**src/rtl/dac_volt_steps_pkg.sv**
```systemverilog
// Shared types and constants for the button-driven DAC staircase writer.
// Frame layout is {config nibble, 12-bit DAC code}, shifted MSB first.
package dac_volts_pkg;

   localparam int FRAME_W = 16;
   localparam int DAC_W   = 12;
   localparam int CFG_W   = FRAME_W - DAC_W;

   // Channel A, unbuffered reference, 1x gain, output active.
   localparam logic [CFG_W-1:0] CFG_NIBBLE_DEF = 4'b0011;

   typedef enum logic [1:0] {
      ST_IDLE  = 2'd0,
      ST_SHIFT = 2'd1,
      ST_DONE  = 2'd2
   } spi_state_e;

   function automatic logic [FRAME_W-1:0] make_frame(
      input logic [CFG_W-1:0] cfg,
      input logic [DAC_W-1:0] code
   );
      return {cfg, code};
   endfunction

endpackage

```
**src/rtl/dac_volt_steps_if.sv**
```systemverilog
// Write-only SPI link to the DAC: the shifter drives it, observers listen.
// Handshake: cs low frames one word; mosi is valid around every sck rise.
interface dac_volt_steps_if;

   logic mosi;
   logic sck;
   logic cs;

   modport master (output mosi, output sck, output cs);
   modport slave  (input  mosi, input  sck, input  cs);

endinterface

```
**src/rtl/dac_volt_steps_spi_tx16.sv**
```systemverilog
// Generic 16-bit mode-0 SPI shifter: one start pulse sends one frame,
// done pulses for a single cycle as chip select is released.
module spi_tx16
   import dac_volts_pkg::*;
#(
   parameter int SCK_HALF = 4
) (
   input  logic               clk,
   input  logic               rst,
   input  logic               start,
   input  logic [FRAME_W-1:0] frame,
   output logic               done,
   output spi_state_e         state,
   dac_volt_steps_if.master   spi
);

   localparam int DIV_W = (2 * SCK_HALF > 1) ? $clog2(2 * SCK_HALF) : 1;
   localparam int BIT_W = $clog2(FRAME_W);

   localparam logic [DIV_W-1:0] DIV_LAST = DIV_W'(2 * SCK_HALF - 1);
   localparam logic [DIV_W-1:0] DIV_HALF = DIV_W'(SCK_HALF);
   localparam logic [BIT_W-1:0] BIT_LAST = BIT_W'(FRAME_W - 1);

   spi_state_e         state_q, state_n;
   logic [DIV_W-1:0]   div_q, div_n;
   logic [BIT_W-1:0]   bit_q, bit_n;
   logic [FRAME_W-1:0] shreg_q, shreg_n;

   always_ff @(posedge clk) begin
      if (rst) begin
         state_q <= ST_IDLE;
         div_q   <= '0;
         bit_q   <= '0;
         shreg_q <= '0;
      end else begin
         state_q <= state_n;
         div_q   <= div_n;
         bit_q   <= bit_n;
         shreg_q <= shreg_n;
      end
   end

   // One SCK period is 2*SCK_HALF clocks; the shift happens on the wrap,
   // which is also the clock where sck falls.
   always_comb begin
      state_n = state_q;
      div_n   = div_q;
      bit_n   = bit_q;
      shreg_n = shreg_q;
      case (state_q)
         ST_IDLE: begin
            if (start) begin
               shreg_n = frame;
               div_n   = '0;
               bit_n   = '0;
               state_n = ST_SHIFT;
            end
         end
         ST_SHIFT: begin
            if (div_q == DIV_LAST) begin
               div_n = '0;
               if (bit_q == BIT_LAST) begin
                  state_n = ST_DONE;
               end else begin
                  bit_n   = bit_q + 1'b1;
                  shreg_n = {shreg_q[FRAME_W-2:0], 1'b0};
               end
            end else begin
               div_n = div_q + 1'b1;
            end
         end
         ST_DONE: begin
            state_n = ST_IDLE;
         end
         default: begin
            state_n = ST_IDLE;
         end
      endcase
   end

   assign spi.cs   = (state_q != ST_SHIFT);
   assign spi.sck  = (state_q == ST_SHIFT) && (div_q >= DIV_HALF);
   assign spi.mosi = (state_q == ST_SHIFT) && shreg_q[FRAME_W-1];
   assign done     = (state_q == ST_DONE);
   assign state    = state_q;

endmodule

```
**src/rtl/dac_volt_steps.sv**
```systemverilog
// Push-button DAC stepper: each clean button press writes the current code
// to the DAC, then advances the code by STEP_CODE (12-bit wrap).
module dac_volt_steps
   import dac_volts_pkg::*;
#(
   parameter int               SCK_HALF   = 4,
   parameter logic [DAC_W-1:0] STEP_CODE  = 12'd256,
   parameter logic [CFG_W-1:0] CFG_NIBBLE = CFG_NIBBLE_DEF
) (
   input  logic clk_i,
   input  logic rst_i,
   input  logic button_i,
   output logic mosi_o,
   output logic sck_o,
   output logic cs_o,
   output logic eov_o
);

   logic             btn_meta;
   logic             btn_sync;
   logic             btn_prev;
   logic             start_q;
   logic [DAC_W-1:0] code_q;
   logic             done;
   logic             busy;
   spi_state_e       fsm_state;

   dac_volt_steps_if spi_bus ();

   // Two flops for metastability, a third for the rising-edge compare.
   always_ff @(posedge clk_i) begin
      if (rst_i) begin
         btn_meta <= 1'b0;
         btn_sync <= 1'b0;
         btn_prev <= 1'b0;
         start_q  <= 1'b0;
      end else begin
         btn_meta <= button_i;
         btn_sync <= btn_meta;
         btn_prev <= btn_sync;
         start_q  <= btn_sync & ~btn_prev;
      end
   end

   always_ff @(posedge clk_i) begin
      if (rst_i) begin
         code_q <= '0;
      end else if (done) begin
         code_q <= code_q + STEP_CODE;
      end
   end

   // Presses that land while a frame is in flight are dropped, never queued.
   assign busy = (fsm_state != ST_IDLE);

   spi_tx16 #(
      .SCK_HALF (SCK_HALF)
   ) u_tx (
      .clk   (clk_i),
      .rst   (rst_i),
      .start (start_q & ~busy),
      .frame (make_frame(CFG_NIBBLE, code_q)),
      .done  (done),
      .state (fsm_state),
      .spi   (spi_bus.master)
   );

   assign mosi_o = spi_bus.mosi;
   assign sck_o  = spi_bus.sck;
   assign cs_o   = spi_bus.cs;
   assign eov_o  = done;

endmodule

```
**config.mk**
```make
export PLATFORM = sky130hd
export DESIGN_NAME = dac_volt_steps
export DESIGN_NICKNAME = d
export VERILOG_FILES = /design/src/rtl/dac_volt_steps_pkg.sv /design/src/rtl/dac_volt_steps_if.sv /design/src/rtl/dac_volt_steps_spi_tx16.sv /design/src/rtl/dac_volt_steps.sv
export SDC_FILE = /design/constraint.sdc
export NUM_CORES = 1
export LEC_CHECK = 0
export BUFFER_PORTS_ARGS = -buffer_cell sky130_fd_sc_hd__buf_4
export CORE_MARGIN = 3
export CORE_UTILIZATION = 57
export DETAILED_ROUTE_END_ITERATION = 10
export GPL_TIMING_DRIVEN = 1
export PLACE_DENSITY_LB_ADDON = 0.05
export SKIP_LAST_GASP = 1
export SLEW_MARGIN = 20
export SYNTH_ARGS = -nofsm -noshare
export SYNTH_HDL_FRONTEND = slang
export SYNTH_SLANG_ARGS = --single-unit
```
**constraint.sdc**
```tcl
create_clock -name clk_i -period 1.8 [get_ports clk_i]
set_input_delay 0.18 -clock clk_i [delete_from_list [all_inputs] [get_ports clk_i]]
set_output_delay 0.18 -clock clk_i [all_outputs]
set_load 0.005 [all_outputs]
```
* Word level (Yosys, flattened, before mapping)
Index checks and enable logic that the tools add are counted.
** Word-level totals
- Latch bits :: 0
- Register bits :: 41
- Memories :: 0
- Memory bits (read-only) :: 0
- Bits in writable memories :: 0
** Operators by class
- $lt $le $gt $ge :: 1
- Multipliers :: 0
- Add/subtract/negate cells :: 3
- Bitwise operators :: 4
- Mux-type cells :: 15
- Div/mod/pow operators :: 0
- Shift-type cells :: 0
- Reductions and logical operators :: 8
- Equality and inequality tests :: 9
** Operators with widths (count)
- $mux W16 :: 3
- $pmux W16 S2 :: 1
- $add A12 B9 Y12 const B :: 1
- $mux W4 :: 3
- $ne A2 B1 Y1 const B :: 4
- $pmux W4 S2 :: 1
- $mux W2 :: 3
- $mux W3 :: 2
- $pmux W3 S2 :: 1
- $add A4 B1 Y4 const B :: 1
- $eq A4 B4 Y1 const B :: 1
- $pmux W2 S2 :: 1
- $reduce_and A4 Y1 :: 1
- $reduce_bool A2 Y1 :: 2
- $add A3 B1 Y3 const B :: 1
- $eq A3 B3 Y1 const B :: 1
- $ge A3 B3 Y1 const B :: 1
- $reduce_and A3 Y1 :: 1
- $and A1 B1 Y1 :: 2
- $eq A2 B1 Y1 const B :: 1
- $eq A2 B2 Y1 const B :: 1
- $logic_and A1 B1 Y1 :: 2
- $logic_not A2 Y1 :: 1
- $ne A2 B2 Y1 const B :: 1
- 2 further kinds :: 3

* Depth between registers and ports, before layout
- Depth after elaboration :: 5
- Gate-level depth with buffers :: 6

* Hierarchy
Synthesis repeated with hierarchy kept, for this count alone.
** Second synthesis, totals
- Cell total of the unflattened synthesis :: 175
- Area, all modules :: 1612.8 µm²
** Modules (own cells, without submodules)
- spi_tx16 :: instances 1, area an instance 1313.8 µm², seq. area each 500.5 µm², cells an instance 148
- dac_volt_steps :: instances 1, area an instance 299.0 µm², seq. area each 160.2 µm², cells an instance 27

* Worst setup path after synthesis
No wires, ideal clock.
- Path type :: register to register
- From :: register u_tx.div_q[0]
- To :: register u_tx.shreg_q[10]
- Buffers on the path :: 1
- Data required time :: 1.667 ns
- Period minus slack after synthesis :: 1.427 ns
- Setup time :: 0.133 ns
- Stages on the path, launching flop included :: 7
- Setup slack :: 0.373 ns
- Data arrival time :: 1.294 ns
- Path through :: dfxtp_1 > ha_1 > ha_1 > and3b_1 > buf_4 > a211oi_1 > a311oi_1
** On the way
- Cells in the longest elaborated chain, start to end :: 3
** RTL lines
- from (decl) :: RTL line dac_volt_steps_spi_tx16.sv:25 : logic [DIV_W-1:0] div_q, div_n;
- from (signal assigned) :: RTL line dac_volt_steps_spi_tx16.sv:37 : div_q <= div_n;
- $eq A3 B3 Y1 :: RTL line dac_volt_steps_spi_tx16.sv:60 : if (div_q == DIV_LAST) begin
- $ne A2 B1 Y1 (no line)
- $reduce_and A4 Y1 (no line)
- to (signal assigned) :: RTL line dac_volt_steps_spi_tx16.sv:39 : shreg_q <= shreg_n;
- to (decl) :: RTL line dac_volt_steps_spi_tx16.sv:27 : logic [FRAME_W-1:0] shreg_q, shreg_n;
No other way between the ends.
A chain may end at the register's enable or synchronous reset.

* Worst setup path after layout
- From :: register u_tx.state_q[0], in the netlist u_tx.state[0]
- To :: output cs_o
** On the way
- Cells in the longest elaborated chain, start to end :: 1
** RTL lines
- from (decl) :: RTL line dac_volt_steps_spi_tx16.sv:24 : spi_state_e state_q, state_n;
- from (signal assigned) :: RTL line dac_volt_steps_spi_tx16.sv:36 : state_q <= state_n;
- $ne A2 B1 Y1 :: RTL line dac_volt_steps_spi_tx16.sv:81 : assign spi.cs = (state_q != ST_SHIFT);
- to (decl) :: RTL line dac_volt_steps.sv:15 : output logic cs_o,
No other way between the ends.

==> impl.org <==
** Critical path
- RR Startpoint :: u_tx.div_q[0]
- Data arrival time at the worst-slack endpoint :: approximately 1400 ps
- The worst setup path is of the flop to output pin kind.
- Biggest fanout along the worst timing path :: 9
- Critical Path RT :: about 1600 ps
- The worst setup path is captured at an output pin.
- Startpoint kind of the worst setup timing path :: flop
- Launch point of the critical path :: u_tx.state[0]

** Floorplan
- The die covers between 2000 and 2500 um2.
- The initial utilization of the core area, before any placement, comes to 61.5%.
- Top Ports :: 7
- The floorplan step defined a core boundary enclosing 1760 um2.
- From left edge to right edge, the die measures 49.6 um.
- Core Rows :: 15
- Die Y-Extent :: a little under 50 um

** Run
- Max-Cap Viols :: 0

** Min path
- Worst Hold Class :: primary input to flop
- The worst hold path begins at button_i.

** Yosys
- Area of the mapped netlist :: approximately 1100 um2
- Async SR Flop Fraction :: 0%
- The netlist uses 33 different library cells.
- Ys Warns :: 0
- Summing the sequential cell areas from Yosys gives a little under half of the chip area.
- Yosys reg bits :: 25
- Dominant synthesized flop cell :: sky130_fd_sc_hd__dfxtp_1
- Number of synthesized flops with an enable pin :: 0
- Number of nets produced by synthesis :: around 130
- Synthesized area per cell :: 9.19 um2
- Gate Count Post-Synth :: ~120

** Global route
- Most heavily used metal layer in global routing :: met2
- Pin count of the biggest net entering global routing :: 25
- Total routing usage reported by global routing :: a little under a fifth
- Initial antenna violation count :: 0
- The total overflow left after global routing is 0.
- Global-route track usage on met1 :: 22.4%
- The via count of the first global-routing pass is 878.
- The first global-routing pass estimated roughly 3600 um of wire.
- Global routing met2 resource utilization :: about a third
- Global routing met3 resource utilization :: 2.72%

** Timing
- The worst path meets setup with around 210 ps of slack.
- In this run the tightest slew margin relative to its limit is 71.5%.
- Count of final max-slew check failures :: 0
- Setup violations remaining at the end of the flow were counted as 0.
- The count of endpoints failing hold in the final timing report was 0.
- For the pin with the worst max-slew slack, the measured transition is around 430 ps.
- Counting I/O delays and the setup requirement, the final critical path takes between 1500 and 2000 ps.
- Maximum clock skew at final layout :: approximately 0.84 ps
- Derived from the worst setup path, the maximum achievable clock frequency is around 0.63 GHz.
- Setup repair after global routing left no endpoint under its margin.
- Share of the clock period used by the worst path after layout :: approximately 89%
- For the final routed database, the setup TNS stands at 0 ps.

** Layout
- Most common cell after layout, fill and taps aside :: sky130_fd_sc_hd__dfxtp_1
- Antenna cell count :: 0
- Non-Filler Cell Area, Final :: about 1200 um2
- Layout overhead on the synthesized area :: 10.5%
- Share of final-layout standard cells stronger than drive strength 1 :: ~16%
- The library cells used most frequently in the layout, excluding fill and tap cells, are 24 x sky130_fd_sc_hd__dfxtp_1, 12 x sky130_fd_sc_hd__buf_4, 10 x sky130_fd_sc_hd__nand3_1, 9 x sky130_fd_sc_hd__a21oi_1, 8 x sky130_fd_sc_hd__nand2_1.
- End-of-flow core utilization :: between 60 and 70%
- Net count reported at finish :: around 140

** Routing
- Dividing the detail-routed wire length by the instance count gives between 10 and 15 um.
- Violation count after the first detailed-route iteration :: 4
- Total routed wirelength :: around 2000 um
- Drt via density :: about 5.8
- The detail route stage leaves a number of antenna-violating nets equal to 0.
- Via count of the routed design :: 883
- First drt pass iteration count :: 4
- In the routed design, unresolved DRC markers number 0.

** Placed design
- Routability-driven placement finished with a final weighted congestion of around 0.77.
- Place WS :: approximately 170 ps
- After detailed placement, the total cell area comes to roughly 1100 um2.
- Count of buffers inserted at the top-level ports :: 6
- HPWL reported at the end of detailed placement :: 1330 um

** Pwr
- VDD sags by at most between 0.0005 and 0.0006 V.
- For this design the static power due to leakage is 0.426 nW.
- Pwr per Cell Area :: roughly 700 nW/um2

** Clocking
- Later-pin clock latency in the skew report :: approximately 300 ps
- After clock tree synthesis, the clock-pin slew on the worst setup and hold paths is approximately 130 ps.
- No sink is reached through more buffers than the 2 on the longest clock path.
- Clock tree synthesis found a total of 25 sinks.
- Hold repair after CTS inserted 0 buffers.
- In this run the number of H-tree levels came out at 1.
- TritonCTS buffer count :: 3
- CTS tree :: built
- Clock root cell :: sky130_fd_sc_hd__clkbuf_4

** Status
- The run finished with clean final reports.
worst max-delay path, stage by stage, from the launching register on:
cell and delay, ps:
sky130_fd_sc_hd__dfxtp_2 420, sky130_fd_sc_hd__nor2b_2 260, sky130_fd_sc_hd__buf_4 190, sky130_fd_sc_hd__inv_1 90
sky130_fd_sc_hd__buf_4 140
flip-flops by register name (all words and copies together) (netlist names):
name          count
btn_meta          1
btn_prev          1
btn_sync          1
code_q            4
start_q           1
u_tx.bit_q        4
u_tx.div_q        3
u_tx.shreg_q      8
u_tx.state        2
per-layer routing:
layer	part of all wire (%)	vias to the layer above
met5	0	-
met4	0.85	0
met3	1.9	2
met2	49	7
met1	48	424
li1	-	450
final timing paths:
check / depth (start not counted) / slack, ps / end
setup reg to reg: 5 / 240 / u_tx.bit_q[3]
hold / removal: 2 / 80 / btn_meta
hold reg to reg: 1 / 400 / start_q
setup / recovery: 4 / 210 / cs_o
cells in the mapped netlist, types with 2 or more instances:
cell type                  count  area, um2
sky130_fd_sc_hd__nand3b_1      4       30.0
sky130_fd_sc_hd__o211ai_1      7       52.6
sky130_fd_sc_hd__dfxtp_1      25        500
sky130_fd_sc_hd__or3_1         3       18.8
sky130_fd_sc_hd__inv_1         2       7.51
sky130_fd_sc_hd__ha_1          4       50.1
sky130_fd_sc_hd__and2_1        2       12.5
sky130_fd_sc_hd__a211oi_1      3       22.5
sky130_fd_sc_hd__nor2b_1       5       31.3
sky130_fd_sc_hd__clkbuf_1      2       7.51
sky130_fd_sc_hd__nand2_1       8       30.0
sky130_fd_sc_hd__a31oi_1       2       12.5
sky130_fd_sc_hd__a21oi_1       9       45.0
sky130_fd_sc_hd__o22ai_1       2       12.5
sky130_fd_sc_hd__buf_4         2       15.0
sky130_fd_sc_hd__a22oi_1       2       15.0
sky130_fd_sc_hd__nor2_1        6       22.5
sky130_fd_sc_hd__nand3_1      10       50.1
sky130_fd_sc_hd__a311oi_1      4       35.0
sky130_fd_sc_hd__buf_2         3       15.0
cell type report:
class | instances | area, um2
repair buffers | 12 | 90.1
multi-input cells | 83 | 538
flip-flops and latches | 25 | 502
well taps | 25 | 31.3
inverters | 3 | 11.3
fillers | 154 | 566
clock buffers | 4 | 26.3
kinds of logic (layout without fill, tap and decap cells):
logic type                 after synthesis  in the layout  share of synthesized area [%]
xor gates and xnor gates                 2              2                           1.62
and+or+nand+nor                         44             44                           22.4
DFF                                     25             25                           46.1
buffers and inverters                   10             19                           4.50
AOI/OAI and AO/OA                       33             33                           20.8
adders and majority gates                4              4                           4.61
stage by stage:
step                cells  power [mW]  hold WS, ps
detailed placement    145       0.616          385
finish                152       0.844         81.4
floorplan             118       0.604          252
CTS                   149       0.857         71.7
global placement      145       0.614          373
global route          152       0.878          109
power breakdown:
| group | total (mW) | switching, mW | internal (mW) | leakage (nW) |
|---|---|---|---|---|
| sequential | 0.568 | 0.00517 | 0.562 | 0.203 |
| combinational | 0.0361 | 0.0210 | 0.0152 | 0.209 |
| clock | 0.241 | 0.154 | 0.0864 | 0.0150 |
| total | 0.844 | 0.180 | 0.664 | 0.426 |
what timing repair did:
item                       in CTS  in global routing
buffers inserted                0                  3
setup endpoints to repair       0                  4
resized for setup               0                  2
(Power assumes the default switching activity.)
